## src/rtl/arbiter_8ch.sv

```systemverilog
// ---------------------------------------------------------------------------
// arbiter_8ch
// Eight-requester arbiter. It offers either fixed priority (req[7] wins) or
// round-robin selection. A grant is held until the holder signals done,
// drops its request, or runs out its TIMEOUT budget. Every grant is followed
// by one GAP cycle, so two grants are never back to back.
//
// Parameters
//    TIMEOUT     : maximum number of cycles a grant is held (1..15)
//
// Ports
//    clk         : sole clock, rising edge
//    rst         : synchronous active-high reset
//    en          : arbiter enable
//    mode        : 0 = fixed priority, 1 = round-robin (sampled in IDLE only)
//    req[7:0]    : one request line per requester
//    done        : release strobe from the current grant holder
//    gnt[7:0]    : registered one-hot grant
//    gnt_id[2:0] : registered binary index of the granted requester
//    gnt_valid   : registered, high whenever gnt is nonzero
//    timeout_err : one-cycle pulse when a grant is revoked by timeout only
// ---------------------------------------------------------------------------
module arbiter_8ch #(
   parameter int unsigned TIMEOUT = 15
) (
   input  logic       clk,
   input  logic       rst,
   input  logic       en,
   input  logic       mode,
   input  logic [7:0] req,
   input  logic       done,
   output logic [7:0] gnt,
   output logic [2:0] gnt_id,
   output logic       gnt_valid,
   output logic       timeout_err
);

   typedef enum logic [1:0] {
      IDLE  = 2'd0,
      GRANT = 2'd1,
      GAP   = 2'd2
   } state_t;

   // The hold counter starts at zero on the granting edge, so the grant is
   // revoked on the edge where it reaches TIMEOUT-1; that keeps gnt visible
   // for exactly TIMEOUT cycles.
   localparam logic [3:0] HOLD_MAX = 4'(TIMEOUT - 1);

   state_t     state;
   state_t     nextState;
   logic [2:0] ptr;
   logic [3:0] holdCnt;

   logic [7:0] nextGnt;
   logic [2:0] nextGntId;
   logic       nextGntValid;
   logic       nextTimeoutErr;
   logic [2:0] nextPtr;
   logic [3:0] nextHoldCnt;

   logic [2:0] fixedWinner;
   logic [2:0] rrWinner;
   logic [2:0] rrIdx;
   logic [2:0] winner;
   logic       relDone;
   logic       relDrop;
   logic       relTimeout;

   // Candidate winners for both modes. The fixed scan keeps the last
   // (highest) set bit. The round-robin scan walks the offsets downward so
   // the smallest offset from ptr is the one left standing; the 3-bit add
   // gives the 7->0 wrap for free.
   always_comb begin
      fixedWinner = '0;
      rrWinner    = '0;
      rrIdx       = '0;
      for (int i = 0; i < 8; i++) begin
         if (req[i]) fixedWinner = 3'(i);
      end
      for (int i = 7; i >= 0; i--) begin
         rrIdx = ptr + 3'(i);
         if (req[rrIdx]) rrWinner = rrIdx;
      end
   end

   // Next-state and next-output logic. Everything defaults to "hold", with
   // timeout_err defaulting low so it can only ever be a single-cycle pulse.
   // Within GRANT, a dropped enable outranks the normal release conditions
   // and deliberately leaves ptr alone.
   always_comb begin
      nextState      = state;
      nextGnt        = gnt;
      nextGntId      = gnt_id;
      nextGntValid   = gnt_valid;
      nextTimeoutErr = 1'b0;
      nextPtr        = ptr;
      nextHoldCnt    = holdCnt;
      winner         = mode ? rrWinner : fixedWinner;
      relDone        = done;
      relDrop        = ~req[gnt_id];
      relTimeout     = (holdCnt == HOLD_MAX);

      case (state)
         IDLE: begin
            if (en && (req != 8'd0)) begin
               nextState    = GRANT;
               nextGnt      = 8'(1) << winner;
               nextGntId    = winner;
               nextGntValid = 1'b1;
               nextHoldCnt  = '0;
            end
         end

         GRANT: begin
            if (!en) begin
               nextState    = IDLE;
               nextGnt      = '0;
               nextGntId    = '0;
               nextGntValid = 1'b0;
               nextHoldCnt  = '0;
            end else if (relDone || relDrop || relTimeout) begin
               nextState      = GAP;
               nextGnt        = '0;
               nextGntId      = '0;
               nextGntValid   = 1'b0;
               nextHoldCnt    = '0;
               nextPtr        = gnt_id + 3'd1;
               nextTimeoutErr = relTimeout && !relDone && !relDrop;
            end else begin
               nextHoldCnt = holdCnt + 4'd1;
            end
         end

         GAP: begin
            nextState = IDLE;
         end

         default: begin
            nextState    = IDLE;
            nextGnt      = '0;
            nextGntId    = '0;
            nextGntValid = 1'b0;
            nextHoldCnt  = '0;
         end
      endcase
   end

   // State and output registers. Reset wins over everything, including an
   // active grant, and never raises timeout_err.
   always_ff @(posedge clk) begin
      if (rst) begin
         state       <= IDLE;
         gnt         <= '0;
         gnt_id      <= '0;
         gnt_valid   <= 1'b0;
         timeout_err <= 1'b0;
         ptr         <= '0;
         holdCnt     <= '0;
      end else begin
         state       <= nextState;
         gnt         <= nextGnt;
         gnt_id      <= nextGntId;
         gnt_valid   <= nextGntValid;
         timeout_err <= nextTimeoutErr;
         ptr         <= nextPtr;
         holdCnt     <= nextHoldCnt;
      end
   end

endmodule

```

## config.mk

```make
export PLATFORM = sky130hd
export DESIGN_NAME = arbiter_8ch
export DESIGN_NICKNAME = d
export VERILOG_FILES = /design/src/rtl/arbiter_8ch.sv
export SDC_FILE = /design/constraint.sdc
export NUM_CORES = 1
export LEC_CHECK = 0
export CELL_PAD_IN_SITES_DETAIL_PLACEMENT = 1
export CELL_PAD_IN_SITES_GLOBAL_PLACEMENT = 1
export CORE_ASPECT_RATIO = 0.7
export CORE_UTILIZATION = 43
export CTS_CLUSTER_SIZE = 40
export DETAILED_ROUTE_END_ITERATION = 10
export PLACE_DENSITY = 0.78
export SYNTH_ARGS = -nofsm -noshare
export SYNTH_HDL_FRONTEND = slang
export SYNTH_SLANG_ARGS = --single-unit
```

## constraint.sdc

```tcl
create_clock -name clk -period 4 [get_ports clk]
set_input_delay 1 -clock clk [delete_from_list [all_inputs] [get_ports clk]]
set_output_delay 1 -clock clk [all_outputs]
set_load 0.01 [all_outputs]
```

==> flow_summary.yaml, run 1 <==
run_status:
  outcome: "complete, no violations"
synth:
  ys_ff_latch: 22
  synthesis.nets: 236
  netlist_instances: 218
  ys_warn_count: 0
  synth_edf_count: 0
  synthMuxAreaShare_pct: 27.1
  synth.top_cells.by_count: "22 x dfxtp_1, 21 x nand2_1, 20 x nor2_1"
  synth_cell_types: 58
  synth_flop_cell: "dfxtp_1"
  ys_seq_area_share_pct: 21.9
  yosys-top-cells-area: "dfxtp_1 22%, mux4_2 16%, nand2_1 3.9%"
  synth_adder_area_share_pct: 3.11
  yosysTopAreaCell: "dfxtp_1"
  synth_top_family_by_area: "multiplexers"
  async_flop_share_pct: 0
  synth_area_sq_mm: 0.00201
  postSynthAreaPerCell_sq_um: 9.23
  yosysMostFrequentCell: "dfxtp_1"
  synthXorXnorAreaFrac_pct: 3.79
  synth_compound_gate_area_share_pct: 19.5
  synth_top_area_share_pct: 21.9
  synthSimpleGateAreaFrac_pct: 17.7
pwr:
  combPwrFrac_pct: 36.8
  pwr-share-seq_pct: 40.1
  clkPwrFrac_pct: 23.0
  p_sw_share_pct: 33.2
  switching_power_uw: 198
  peakVddDrop_mv: 0.123
  p_per_area_mw_per_mm2: 258
  p_leak_uw: 0.000825
  p_int_uw: 400
die:
  row_count: 20
  ios: 26
  die_y_um: 59.2
  start_util_pct: 45.7
  die_w_um: 83.8
  die_area_sq_mm: 0.00496
  coreArea_sq_mm: 0.00440
cells_and_area:
  drive_gt1_share_pct: 18.4
  antenna_cells: 0
  area_growth_pct: 15.2
  finalNetCount: 254
  layout.cells.non_filler: 289
hold_path:
  hp-class: "register to register"
  min_delay_worst_endpoint: "gnt[7]"
  hold_depth: 2
  hp-start: "gnt[7]"
sta:
  maxSlewHeadroom_pct: 64.7
  hold_violations: 0
  fin_crit_ns: 3.40
  rsz0062_at_grt: "no"
  worstMarginPinSlew_ns: 0.522
  fin_crit_sh_pct: 85.0
  fmax_mhz: 294
  finalSetupViolCount: 0
  skew_ns: 0.00450
  fin_tns_setup_ns: 0
  slew_viol_final: 0
global_route:
  track_usage_pct: 23.3
  antenna_found_initial: 0
  overflow: 0
  grt_pass1_wl_mm: 8.80
  first_global_vias: 1682
  grt_max_degree: 23
drt:
  route.antenna.remaining_nets: 0
  drt_iter0_drc: 118
  via_count: 1782
  routed_wirelength_mm: 5.41
  post-route-drc-count: 0
  wl_per_cell_um: 18.7
  routed_via_density: 6.17
  first_pass_iters: 4
placed_design:
  dpl.hpwl_mm: 4.20
  place_inst: 286
  io_buffers: 25
  place.gp.congestion: 0.835
cts:
  path_clk_slew_ns: 0.08
  post_cts_buffers: 0
  clkLatencyLatePin_ns: 0.26
  cts_resized: 0
  cts_made_buffers: 3
  clock_tree.buffer_depth: 2
  htreeDepth: 1
  cts_hold_buf: 0
  cts_tree: "built"
  cts_root_buf: "clkbuf_8"
  cts.sinks: 22
worst_setup_path:
  startpoint_type: "primary input"
  critPathArrivalTime_ns: 3.59
  r2r_cells: 9
  critPathRequiredTime_ns: 4.19
  worst-path-max-fanout: 11
  criticalPathCategory: "primary input to register"
  r2r-start: "ptr[0]"
  reg2reg_to: "gnt[6]"
  crit_path_end_kind: "register"
  rrSetupSlack_ns: 0.94
flow_run:
  max_cap_viol_count: 0
## how the worst max path moves through the flow
stage | slack, ns | to | depth (start not counted) | start
floorplan | 0.94 | gnt[6] | 12 | ptr[1]
global placement | 0.39 | gnt[2] | 7 | req[2]
detailed placement | 0.35 | gnt[3] | 8 | req[2]
CTS | 0.60 | gnt[6] | 8 | req[2]
global route | 0.45 | gnt[6] | 8 | req[2]
finish | 0.60 | gnt[6] | 8 | req[5]
## cell type report
type | instances | area [sq um]
clock buffers | 3 | 41.3
fillers | 525 | 2090
inverters | 9 | 33.8
multi-input cells | 168 | 1430
flip-flops and latches | 22 | 440
well taps | 55 | 68.8
repair buffers | 32 | 303
## power groups by stage
stage	clock, uW	combinational, uW	sequential (uW)
after floorplan	0	152	246
after global placement	0	214	245
after detailed placement	0	218	245
after CTS	141	219	240
after global routing	150	240	241
final	138	220	240
## logic make-up after synthesis
family,Yosys count
xor gates and xnor gates,7
DFF,22
adders and majority gates,5
buffers and inverters,28
AOI/OAI and AO/OA,52
muxes,30
and+or+nand+nor,74
## per-layer routing
metal | up-vias | part of all wire, % | track usage, %
met4 | 0 | 0.54 | 3.87
li1 | 848 | - | -
met2 | 46 | 44 | 35.8
met5 | - | 0 | 0
met3 | 5 | 4.4 | 3.76
met1 | 883 | 51 | 35.1
## placed cells by master (no fill, tap or decap), types with 3 or more instances in the layout
cell	instances
mux2i_1	5
a21oi_1	8
inv_1	8
a22oi_1	5
mux4_2	14
nor2_1	20
nand3_1	7
o21ai_1	8
ha_1	5
nand2b_1	4
o21ai_0	3
dfxtp_1	22
buf_4	7
mux2_2	6
nor3_1	7
clkdlybuf4s50_1	25
nand2_1	21
xnor2_1	3
clkbuf_8	3
nor4_1	3
a31oi_1	3
a211oi_1	3
nor2b_1	3
## metrics by stage
stage          utilization (%)  area (sq um)  hold WS (ns)  power [uW]  worst slack (ns)
6_report                  52.6          2320         0.455         598             0.600
5_1_grt                   52.6          2320         0.467         630             0.447
4_1_cts                   52.6          2320         0.461         601             0.600
3_5_place_dp              51.7          2280         0.447         463             0.353
3_3_place_gp              51.7          2280         0.437         459             0.389
2_1_floorplan                -          2010         0.467         398             0.944
## flip-flops by register name, indices dropped and copies added (netlist names)
name / flops
timeout_err: 1
gnt_valid: 1
holdCnt: 4
state: 2
gnt: 8
ptr: 3
gnt_id: 3
## worst max-delay path, stage by stage
cell             delay (ns)
clkdlybuf4s50_1        0.59
mux4_1                 0.71
mux2i_4                0.30
o211ai_1               0.14
a221oi_2               0.25
a31oi_2                0.17
or2_1                  0.29
o21ai_1                0.15
No activity file was read; power rests on OpenSTA's default activity.
==> run 2, diff against run 1 <==
--- a/config.mk
+++ b/config.mk
@@ -5,13 +5,14 @@
 export SDC_FILE = /design/constraint.sdc
 export NUM_CORES = 1
 export LEC_CHECK = 0
+export ABC_AREA = 1
 export CELL_PAD_IN_SITES_DETAIL_PLACEMENT = 1
 export CELL_PAD_IN_SITES_GLOBAL_PLACEMENT = 1
 export CORE_ASPECT_RATIO = 0.7
-export CORE_UTILIZATION = 43
+export CORE_UTILIZATION = 39
 export CTS_CLUSTER_SIZE = 40
 export DETAILED_ROUTE_END_ITERATION = 10
-export PLACE_DENSITY = 0.78
+export PLACE_DENSITY = 0.77
 export SYNTH_ARGS = -nofsm -noshare
 export SYNTH_HDL_FRONTEND = slang
 export SYNTH_SLANG_ARGS = --single-unit
==> flow_summary.yaml, run 2 <==
cts:
  post_cts_buffers: 0
  cts_hold_buf: 0
  clock_tree.buffer_depth: 2
  htreeDepth: 1
  cts.sinks: 22
  clkLatencyLatePin_ns: 0.26
  path_clk_slew_ns: 0.08
  cts_made_buffers: 3
  cts_tree: "built"
  cts_resized: 0
  cts_root_buf: "clkbuf_8"
die:
  die_area_sq_mm: 0.00493
  start_util_pct: 41.2
  coreArea_sq_mm: 0.00440
  die_w_um: 83.5
  die_y_um: 59.0
  ios: 26
  row_count: 20
sta:
  hold_violations: 0
  maxSlewHeadroom_pct: 51.9
  finalSetupViolCount: 0
  fin_crit_sh_pct: 73.7
  worstMarginPinSlew_ns: 0.712
  fmax_mhz: 339
  rsz0062_at_grt: "no"
  fin_tns_setup_ns: 0
  skew_ns: 0.00655
  holdWs_ns: 0.454
  fin_crit_ns: 2.95
  slew_viol_final: 0
placed_design:
  io_buffers: 25
  place_inst: 345
  dpl.hpwl_mm: 4.13
  place.gp.congestion: 0.887
synth:
  yosysMostFrequentCell: "nand2_1"
  yosys-top-cells-area: "dfxtp_1 24%, nand2_1 16%, nand3_2 7.7%"
  async_flop_share_pct: 0
  ys_warn_count: 0
  synth_area_sq_mm: 0.00181
  synth_edf_count: 0
  synth.top_cells.by_count: "79 x nand2_1, 28 x inv_1, 27 x nand3_1"
  synth_flop_cell: "dfxtp_1"
  ys_seq_area_share_pct: 24.3
  synth_top_area_share_pct: 24.3
  postSynthAreaPerCell_sq_um: 6.74
  synthesis.nets: 287
  yosysTopAreaCell: "dfxtp_1"
  ys_ff_latch: 22
  netlist_instances: 269
  synth_cell_types: 35
global_route:
  grt_pass1_wl_mm: 8.40
  track_usage_pct: 21.7
  grt_max_degree: 14
  antenna_found_initial: 0
  overflow: 0
  first_global_vias: 1719
cells_and_area:
  final_cell_mix: "79 x nand2_1, 28 x inv_1, 27 x nand3_1"
  antenna_cells: 0
  final_common_cell: "nand2_1"
  largest_register_ffs: 8
  layout.cells.non_filler: 349
  top_register: "gnt"
  finalNetCount: 313
  area_growth_pct: 18.8
  drive_gt1_share_pct: 16.7
  top_regs: "gnt (8), holdCnt (4)"
worst_setup_path:
  worst-path-max-fanout: 10
  startpoint_type: "primary input"
  crit_path_end_kind: "register"
  critPathRequiredTime_ns: 4.16
  critPathArrivalTime_ns: 3.11
  criticalPathCategory: "primary input to register"
drt:
  route.antenna.remaining_nets: 0
  routed_via_density: 5.20
  post-route-drc-count: 0
  drt_iter0_drc: 92
  via_count: 1816
  wl_per_cell_um: 14.4
  first_pass_iters: 4
  routed_wirelength_mm: 5.02
pwr:
  p_total_uw: 833
  p_leak_uw: 0.00103
  p_per_area_mw_per_mm2: 387
  peakVddDrop_mv: 0.218
run_status:
  outcome: "complete, no violations"
hold_path:
  hp-class: "register to register"
flow_run:
  max_cap_viol_count: 0
## run 2: cell types whose count changed after synthesis, sizes merged, moves of 9 or more
cell / before / now
nand2: 21 / 95
mux4: 16 / 0
a21oi: 8 / 17
buf: 14 / 4
inv: 8 / 34
nand3: 7 / 41
## run 2: routing by layer
| metal | share of wire [%] | global-route usage (%) |
|---|---|---|
| met4 | 0.28 | 2.18 |
| met5 | 0 | 0 |
| met2 | 41 | 32.2 |
| met1 | 55 | 34.0 |
| met3 | 3.2 | 3.48 |
## run 2: path summary, 6_finish.rpt
path / depth (start not counted) / slack, ns / start / endpoint
hold / removal: 2 / 0.45 / gnt[7] / gnt[7]
setup / recovery: 10 / 1.05 / req[6] / gnt_id[0]
setup reg to reg: 18 / 1.24 / ptr[0] / gnt[6]
hold reg to reg: 2 / 0.45 / gnt[7] / gnt[7]
## run 2: through the flow
stage,utilization (%),worst slack [ns],instance area [sq um]
finish,48.9,1.05,2150
global route,48.9,0.848,2150
CTS,48.9,1.04,2150
detailed placement,47.3,0.766,2080
global placement,47.3,0.785,2080
floorplan,-,1.76,1810
## run 2: area by class of cell
type,instances,area [sq um]
clock buffers,3,41.3
clock inverters,1,30.0
fillers,600,2250
inverters,36,143
multi-input cells,207,1180
flip-flops and latches,22,440
well taps,55,68.8
repair buffers,25,250
## run 2: cell families after synthesis
group / count (synthesis) / synth area share (%)
xor gates and xnor gates: 6 / 3.31
buffers and inverters: 40 / 10.6
DFF: 22 / 24.3
and+or+nand+nor: 159 / 45.6
adders and majority gates: 5 / 3.45
AOI/OAI and AO/OA: 37 / 12.7
## run 2: where the power goes
part | leakage (uW) | switching [uW] | internal, uW | total, uW
combinational | 0.000815 | 232 | 133 | 366
sequential | 0.000179 | 25.1 | 237 | 262
clock | 0.0000357 | 71.4 | 134 | 205
total | 0.00103 | 329 | 504 | 832
## run 2: worst max-delay path, cell delays in order
cell             delay, ns
clkdlybuf4s50_1       0.63
nor2_1                0.10
nand2_1               0.12
o21ai_0               0.13
o21ai_2               0.26
nand2_1               0.11
nand2_1               0.23
clkinv_1              0.31
nand2_1               0.15
o21ai_2               0.06
==> run 3, diff against run 2 <==
--- a/config.mk
+++ b/config.mk
@@ -9,10 +9,10 @@
 export CELL_PAD_IN_SITES_DETAIL_PLACEMENT = 1
 export CELL_PAD_IN_SITES_GLOBAL_PLACEMENT = 1
 export CORE_ASPECT_RATIO = 0.7
-export CORE_UTILIZATION = 39
+export CORE_UTILIZATION = 35
 export CTS_CLUSTER_SIZE = 40
 export DETAILED_ROUTE_END_ITERATION = 10
-export PLACE_DENSITY = 0.77
+export PLACE_DENSITY = 0.73
 export SYNTH_ARGS = -nofsm -noshare
 export SYNTH_HDL_FRONTEND = slang
 export SYNTH_SLANG_ARGS = --single-unit
==> constraint.sdc (replaced) <==
create_clock -name clk -period 2.6 [get_ports clk]
set_input_delay 0.65 -clock clk [delete_from_list [all_inputs] [get_ports clk]]
set_output_delay 0.65 -clock clk [all_outputs]
set_load 0.01 [all_outputs]
==> flow_summary.yaml, run 3 (synthesis gave the netlist of run 2 again) <==
run_status:
  outcome: "complete, no violations"
die:
  start_util_pct: 37.1
  die_y_um: 62.2
  coreArea_sq_mm: 0.00489
  die_area_sq_mm: 0.00548
  ios: 26
  row_count: 21
  die_w_um: 88.0
drt:
  via_count: 1849
  first_pass_iters: 4
  wl_per_cell_um: 14.2
  post-route-drc-count: 0
  drt_iter0_drc: 52
  routed_wirelength_mm: 5.41
  routed_via_density: 4.84
  route.antenna.remaining_nets: 0
cells_and_area:
  postLayoutCellArea_sq_mm: 0.00234
  top_regs: "gnt (8), holdCnt (4)"
  final_cell_mix: "79 x nand2_1, 28 x inv_1, 27 x nand3_1"
  fin_util_pct: 47.8
  final_common_cell: "nand2_1"
  largest_register_ffs: 8
  top_register: "gnt"
  drive_gt1_share_pct: 22.4
  antenna_cells: 0
  finalNetCount: 332
  area_growth_pct: 28.9
worst_setup_path:
  r2r_cells: 16
  startpoint: "req[1]"
  r2r-start: "ptr[1]"
  critPathArrivalTime_ns: 2.53
  worst-path-max-fanout: 10
  startpoint_type: "primary input"
  critPathRequiredTime_ns: 2.77
  criticalPathCategory: "primary input to register"
  reg2reg_to: "gnt[5]"
  cp-endpoint: "gnt[1]"
  crit_path_end_kind: "register"
  rrSetupSlack_ns: 0.25
global_route:
  track_usage_pct: 21.9
  first_global_vias: 1922
  grt_max_degree: 14
  grt_pass1_wl_mm: 9.36
  antenna_found_initial: 0
  overflow: 0
cts:
  post_cts_buffers: 0
  cts_tree: "built"
  clkLatencyLatePin_ns: 0.27
  cts_made_buffers: 3
  cts.sinks: 22
  clock_tree.buffer_depth: 2
  htreeDepth: 1
  cts_root_buf: "clkbuf_8"
  cts_resized: 0
  cts_hold_buf: 0
  path_clk_slew_ns: 0.09
sta:
  slew_viol_final: 0
  rsz0062_at_grt: "no"
  fin_tns_setup_ns: 0
  finalSetupViolCount: 0
  skew_ns: 0.00379
  fin_crit_sh_pct: 90.6
  fmax_mhz: 425
  fin_crit_ns: 2.36
  hold_violations: 0
  maxSlewHeadroom_pct: 74.7
  worstMarginPinSlew_ns: 0.375
hold_path:
  hp-class: "register to register"
pwr:
  p_leak_uw: 0.00115
  p_per_area_mw_per_mm2: 574
  combPwrFrac_pct: 45.9
  switching_power_uw: 530
  clkPwrFrac_pct: 24.6
  peakVddDrop_mv: 0.310
  pwr-share-seq_pct: 29.5
  p_int_uw: 810
  p_sw_share_pct: 39.6
placed_design:
  io_buffers: 25
  place.gp.congestion: 0.857
  placed_area_sq_mm: 0.00224
  dpl.hpwl_mm: 4.43
flow_run:
  max_cap_viol_count: 0
run 3: cell types whose count changed in the layout (fill, tap and decap cells not counted), sizes merged:
cell           change
buf               +19
clkdlybuf4s50      -4
clkinv             -1
clkinvlp           +1
dlymetal6s2s       +4
run 3: power by group through the flow:
stage | clock network (uW) | logic [uW] | registers (uW)
floorplan | 0 | 418 | 398
global placement | 0 | 599 | 400
detailed placement | 0 | 609 | 401
CTS | 335 | 616 | 395
global route | 349 | 697 | 399
finish | 329 | 616 | 396
run 3: worst min-delay path by stage:
stage / startpoint / endpoint / cells after the start
6_report: gnt[6] / gnt[6] / 2
4_1_cts: gnt[7] / gnt[7] / 2
5_1_grt: gnt[7] / gnt[7] / 2
3_5_place_dp: gnt[6] / gnt[6] / 2
2_1_floorplan: gnt_valid / gnt_valid / 2
3_3_place_gp: gnt[7] / gnt[7] / 2
run 3: critical path, cell delays in order:
cell             delay (ns)
clkdlybuf4s50_1        0.43
buf_4                  0.17
o21ai_0                0.19
o211ai_1               0.11
nand3b_1               0.16
nor2_2                 0.06
nand2_1                0.10
nand2_1                0.08
nand2_1                0.15
clkinvlp_4             0.23
nand2_1                0.12
nand2_1                0.06
run 3: cell type report:
type	count	area, sq um
Clock buffer	3	41.3
Clock inverter	1	30.0
Fill cell	656	2550
Inverter	36	146
Multi-Input combinational cell	207	1190
Sequential cell	22	440
Tap cell	69	86.3
Timing Repair Buffer	44	403
run 3: per-layer routing:
metal / share of wire [%] / global-route usage, % / up-vias
met1: 54 / 33.7 / 867
met5: 0 / 0 / -
met3: 2.4 / 2.53 / 4
met4: 0.46 / 3.83 / 0
li1: - / - / 956
met2: 43 / 32.8 / 22
run 3: through the flow:
step                      setup WS (ns)  cells  power (uW)  hold WS [ns]
after global placement          -0.0765    378         999         0.438
after floorplan                   0.355    269         816         0.472
final                             0.245    382        1340         0.458
after global routing            0.00432    382        1450         0.482
after CTS                         0.140    382        1350         0.462
after detailed placement         -0.106    378        1010         0.445
